File: src/rtl/larpix_pkg.sv
// Shared definitions for the LArPix configuration responder: packet field
// layout, packet-declare codes, broadcast ID and responder FSM states.
package larpix_pkg;

  typedef enum logic [1:0] {
    DATA_OP         = 2'd0,
    TEST_OP         = 2'd1,
    CONFIG_WRITE_OP = 2'd2,
    CONFIG_READ_OP  = 2'd3
  } declare_t;

  localparam int DECL_LSB       = 0;
  localparam int DECL_W         = 2;
  localparam int CHIP_LSB       = 2;
  localparam int ADDR_LSB       = 10;
  localparam int DATA_LSB       = 18;
  localparam int FIELD_W        = 8;
  localparam int DOWNSTREAM_BIT = 62;

  localparam int GLOBAL_ID = 255;

  typedef enum logic [2:0] {
    IDLE,
    UNLOAD,
    CAPTURE,
    DECODE,
    RDWAIT,
    SEND,
    TXWAIT
  } state_t;

endpackage

File: src/rtl/config_responder.sv
// Serial-packet configuration responder: unloads words from uart_rx, services
// register-map writes/reads addressed to this chip, and forwards everything else.
module config_responder #(
  parameter int WIDTH     = 64,
  parameter int REGNUM    = 182,
  parameter int GLOBAL_ID = larpix_pkg::GLOBAL_ID
) (
  input  logic             clk,
  input  logic             reset_n,
  input  logic [7:0]       chip_id,
  input  logic             rx_empty,
  input  logic [WIDTH-2:0] rx_data,
  input  logic             parity_error,
  output logic             uld_rx_data,
  input  logic             tx_busy,
  output logic             ld_tx_data,
  output logic [WIDTH-1:0] tx_data,
  output logic             regmap_we,
  output logic [7:0]       regmap_addr,
  output logic [7:0]       regmap_wdata,
  input  logic [7:0]       regmap_rdata,
  output logic [7:0]       parity_err_cnt
);
  import larpix_pkg::*;

  localparam logic [7:0] GID      = 8'(GLOBAL_ID);
  localparam logic [8:0] REGNUM_W = 9'(REGNUM);

  state_t           state_p0, state_nxt;
  logic [WIDTH-2:0] pkt_p0;
  logic             perr_p0;
  logic [WIDTH-2:0] reply;
  declare_t         pkt_decl;
  logic [7:0]       pkt_chip, pkt_addr, pkt_data;
  logic             chip_match, addr_ok, is_cfg;

  function automatic logic [7:0] sat_inc(input logic [7:0] v);
    return (v == 8'hFF) ? v : v + 8'd1;
  endfunction

  function automatic logic [WIDTH-1:0] with_parity(input logic [WIDTH-2:0] p);
    return {~^p, p};
  endfunction

  assign pkt_decl   = declare_t'(pkt_p0[DECL_LSB +: DECL_W]);
  assign pkt_chip   = pkt_p0[CHIP_LSB +: FIELD_W];
  assign pkt_addr   = pkt_p0[ADDR_LSB +: FIELD_W];
  assign pkt_data   = pkt_p0[DATA_LSB +: FIELD_W];
  assign chip_match = (pkt_chip == chip_id) || (pkt_chip == GID);
  assign addr_ok    = {1'b0, pkt_addr} < REGNUM_W;
  assign is_cfg     = (pkt_decl == CONFIG_WRITE_OP) || (pkt_decl == CONFIG_READ_OP);

  // The register map sees the captured packet fields directly; the read data
  // therefore settles by RDWAIT, one cycle after DECODE exposes the address.
  assign regmap_addr  = pkt_addr;
  assign regmap_wdata = pkt_data;

  always_comb begin
    reply = '0;
    reply[DECL_LSB +: DECL_W]  = CONFIG_READ_OP;
    reply[CHIP_LSB +: FIELD_W] = chip_id;
    reply[ADDR_LSB +: FIELD_W] = pkt_addr;
    reply[DATA_LSB +: FIELD_W] = regmap_rdata;
    reply[DOWNSTREAM_BIT]      = 1'b1;
  end

  always_ff @(posedge clk or negedge reset_n) begin
    if (!reset_n) state_p0 <= IDLE;
    else          state_p0 <= state_nxt;
  end

  always_comb begin
    state_nxt   = state_p0;
    uld_rx_data = 1'b0;
    ld_tx_data  = 1'b0;
    regmap_we   = 1'b0;
    case (state_p0)
      IDLE:    if (!rx_empty) state_nxt = UNLOAD;
      UNLOAD: begin
        uld_rx_data = 1'b1;
        state_nxt   = CAPTURE;
      end
      CAPTURE: state_nxt = DECODE;
      DECODE: begin
        if (perr_p0) begin
          state_nxt = IDLE;
        end else if (is_cfg && chip_match) begin
          if (!addr_ok) begin
            state_nxt = IDLE;
          end else if (pkt_decl == CONFIG_WRITE_OP) begin
            regmap_we = 1'b1;
            state_nxt = IDLE;
          end else begin
            state_nxt = RDWAIT;
          end
        end else begin
          state_nxt = SEND;
        end
      end
      RDWAIT:  state_nxt = SEND;
      SEND: begin
        if (!tx_busy) begin
          ld_tx_data = 1'b1;
          state_nxt  = TXWAIT;
        end
      end
      TXWAIT:  if (tx_busy) state_nxt = IDLE;
      default: state_nxt = IDLE;
    endcase
  end

  // Capture / decode / reply stage registers
  always_ff @(posedge clk or negedge reset_n) begin
    if (!reset_n) begin
      pkt_p0         <= '0;
      perr_p0        <= 1'b0;
      tx_data        <= '0;
      parity_err_cnt <= '0;
    end else begin
      if (state_p0 == CAPTURE) begin
        pkt_p0  <= rx_data;
        perr_p0 <= parity_error;
      end
      if (state_p0 == DECODE && perr_p0)
        parity_err_cnt <= sat_inc(parity_err_cnt);
      if (state_p0 == DECODE && state_nxt == SEND)
        tx_data <= with_parity(pkt_p0);
      if (state_p0 == RDWAIT)
        tx_data <= with_parity(reply);
    end
  end

endmodule

File: config.mk
export PLATFORM = sky130hd
export DESIGN_NAME = config_responder
export DESIGN_NICKNAME = d
export VERILOG_FILES = /design/src/rtl/larpix_pkg.sv /design/src/rtl/config_responder.sv
export SDC_FILE = /design/constraint.sdc
export NUM_CORES = 1
export LEC_CHECK = 0
export BUFFER_PORTS_ARGS = -buffer_cell sky130_fd_sc_hd__buf_2
export CORE_UTILIZATION = 52
export CTS_CLUSTER_DIAMETER = 80
export DETAILED_ROUTE_END_ITERATION = 16
export PLACE_DENSITY = 0.79
export SLEW_MARGIN = 20
export SYNTH_ARGS = -nofsm -noshare
export SYNTH_HDL_FRONTEND = slang
export SYNTH_SLANG_ARGS = --single-unit
export TNS_END_PERCENT = 5
File: constraint.sdc
create_clock -name clk -period 2.4 [get_ports clk]
set_input_delay 0.12 -clock clk [delete_from_list [all_inputs] [get_ports clk]]
set_output_delay 0.12 -clock clk [all_outputs]
set_load 0.005 [all_outputs]
==> results.sh <==
export IMPL_dieArea_mm2=0.0127
export IMPL_synth_top_family_by_area="XOR/XNOR gates"
export IMPL_vdd_drop_max_v=0.00122
export IMPL_layout_drive_gt1_share_pct=39.6
export IMPL_leakagePower_nw=4.08
export IMPL_hold_viol=0
export IMPL_area_growth_syn_to_layout_pct=35.4
export IMPL_ys_ff_latch=139
export IMPL_core_area_mm2=0.0117
export IMPL_wl_per_cell_um=18.7
export IMPL_synth_warnings=0
export IMPL_cts_max_level=4
export IMPL_clk_pin_slew_worst_paths_ns=0.05
export IMPL_cp_arrival_ns=2.13
export IMPL_io_buffers=174
export IMPL_antenna_found_initial=0
export IMPL_muxShareOfSynthArea_pct=12.1
export IMPL_path_buf_inv=1
export IMPL_mappedNetlistNets=577
export IMPL_layout_cells_non_filler=876
export IMPL_cts_inserted_buffers=17
export IMPL_cts_buffer_depth=2
export IMPL_overflow=0
export IMPL_fin_skew_ns=0.00741
export IMPL_utilization_pct=73.7
export IMPL_outcome="finished clean"
export IMPL_nets=815
export IMPL_cts_tree="built"
export IMPL_clock_root_buffer="clkbuf_16"
export IMPL_worst_slew_pin_transition_ns=0.494
export IMPL_relSlewSlack_pct=67.0
export IMPL_grt_setup_unrepaired="no"
export IMPL_synth_xor_area_share_pct=12.4
export IMPL_synthAdderAreaFrac_pct=2.17
export IMPL_synth_avg_cell_area_um2=13.2
export IMPL_cts_setup_buffers=0
export IMPL_grt_pass1_vias=5128
export IMPL_antenna_left=0
export IMPL_start_kind="flip-flop"
export IMPL_grt_max_degree=56
export IMPL_drc_errors=0
export IMPL_cp_required_ns=2.28
export IMPL_report_final_slew_viol_count=0
export IMPL_place_gp_congestion=0.798
export IMPL_synth_compound_area_share_pct=9.28
export IMPL_cap_violations=0
export IMPL_cpPeakStageDelay_ns=0.50
export IMPL_drt_wl_total_um=16300
export IMPL_num_rows=39
export IMPL_synth_area_mm2=0.00635
export IMPL_syn_inst=482
export IMPL_ios=175
export IMPL_synth_top_flop_cell="dfrtp_1"
export IMPL_antennaDiodeCount=0
export IMPL_clkSinkCount=139
export IMPL_synthArstFlopShare_pct=100
export IMPL_endpoint_kind="output port"
export IMPL_fmax_ghz=0.444
export IMPL_synth_edf_count=0
export IMPL_cpLargestDelayFamily="simple AND/OR/NAND/NOR gates"
export IMPL_fillerInstances=725
export IMPL_fin_crit_sh_pct=93.9
export IMPL_p_per_area_mw_per_mm2=1620
export IMPL_dp_cells=770
export IMPL_critical_path_class="reg -> out"
export IMPL_path_max_fanout=9
export IMPL_yosysUniqueCellTypes=43
export IMPL_via_count=4753
export IMPL_start_util_pct=54.5
export IMPL_cp_cell_sequence="nand2_1 -> or3_4 -> a311oi_2 -> and3_1 -> buf_2"
export IMPL_period_minus_slack_ns=2.25
export IMPL_drtIter0Drc=325
export IMPL_hold_ws_ns=0.0342
export IMPL_insertion_delay_ns=0.42
export IMPL_via_per_inst=5.43
export IMPL_setup_tns_ns=0
export IMPL_grt_pass1_wl_um=26100
export IMPL_dp_final_hpwl_um=10600
export IMPL_grt_usage_pct=27.6
export IMPL_dieHeight_um=113
export IMPL_yosys_area_share_simple_pct=4.49
export IMPL_seq_area_frac_synth_pct=54.8
export IMPL_dieWidth_um=113
export IMPL_first_pass_iters=4
export IMPL_final_setup_viol_count=0
export IMPL_crit_slowest_cell="dfrtp_1"
export IMPL_min_path_type="in -> reg"
==> path summary, 6_finish.rpt <==
kind	from	endpoint	slack, ns	cells after the start
max	state_p0[0]	regmap_we	0.15	5
min	chip_id[5]	tx_data[7]	0.03	3
max reg2reg	pkt_p0[16]	tx_data[63]	0.27	8
min reg2reg	tx_data[49]	tx_data[49]	0.49	1
max in group asynchronous	reset_n	pkt_p0[61]	1.32	3
min in group asynchronous	reset_n	tx_data[14]	0.21	2
==> cells in the mapped netlist (all sizes together), types with 2 or more instances <==
cell     count  area [um2]
nor3b        2        15.0
a2bb2oi      2        17.5
xnor2       66         586
buf         38         253
xnor3        5         113
mux2        68         766
a21oi        2        13.8
a22o        36         315
nor3         8        40.0
dfrtp      139        3480
nor2        12        52.6
xor2        10        87.6
nand3        4        20.0
o21ai       16        80.1
clkbuf       3        11.3
nand2       11        41.3
nand4        5        31.3
ha          11         138
inv         12        45.0
a22oi        8        60.1
o22a         2        17.5
o22ai        8        50.1
==> flip-flops by register name, summed over array words and instances, names as in the netlist <==
name / cells
tx_data: 64
pkt_p0: 63
parity_err_cnt: 8
state_p0: 3
perr_p0: 1
==> area by class of cell <==
type                            count  area [um2]  area share (%)
Sequential cell                   139        3480            40.4
Multi-Input combinational cell    290        2580            30.0
Timing Repair Buffer              260        1730            20.1
Clock buffer                       25         495            5.76
Tap cell                          143         179            2.08
Clock inverter                      7        87.6            1.02
Inverter                           12        45.0           0.524
==> kinds of logic (layout without fill, tap and decap cells) <==
group	after synthesis	count (layout)
mux	68	68
buf+inv	53	304
xor+xnor	81	81
compound gates	78	78
flops	139	139
simple gates	52	52
fa+ha+maj	11	11
==> routing by layer <==
layer / track usage (%) / routed length (um) / up-vias
met1: 32.2 / 6780 / 2371
met4: 10.3 / 271 / 0
met5: 0 / 0 / -
li1: - / - / 2165
met2: 47.7 / 8320 / 190
met3: 8.69 / 970 / 27
==> cell usage in the layout, fill, tap and decap left out, types with 2 or more instances in the layout <==
cell type,count
a22o_1,36
a22oi_1,8
a2bb2oi_1,2
buf_12,2
buf_2,173
buf_4,10
bufinv_16,2
clkbuf_1,4
clkbuf_16,17
clkbuf_8,4
clkinv_2,4
dfrtp_1,139
dlygate4sd3_1,74
ha_1,11
inv_1,12
mux2_2,68
nand2_1,11
nand3_1,4
nand4_1,5
nor2_1,11
nor3_1,8
o21ai_0,14
o21ai_1,2
o22a_1,2
o22ai_1,8
xnor2_1,65
xnor3_1,5
xor2_1,10
==> worst register-to-register path: cells and delay by family, from the launching register on <==
kind	cells	cell delay, ns
AOI/OAI and AO/OA	1	0.06
adders and majority gates	1	0.32
DFF	1	0.37
buffers and inverters	1	0.08
xor gates and xnor gates	5	1.19
==> what timing repair did <==
item,in CTS,in global routing
endpoints found under the hold margin,121,0
resized for setup,0,1
hold buffers,74,0
endpoints found under the setup margin,0,1
==> power by group <==
part | internal (mW) | switching [mW]
clock | 1.63 | 0.929
combinational | 4.13 | 2.93
sequential | 3.39 | 0.956
==> through the flow <==
stage | worst slack [ns] | power [mW] | cell area, um2
finish | 0.145 | 14.0 | 8600
global route | 0.00985 | 14.7 | 8600
CTS | 0.0370 | 14.0 | 8590
detailed placement | 0.272 | 11.2 | 7270
global placement | 0.340 | 11.0 | 7270
floorplan | 0.405 | 9.64 | 6350
No activity file was read; power rests on OpenSTA's default activity.
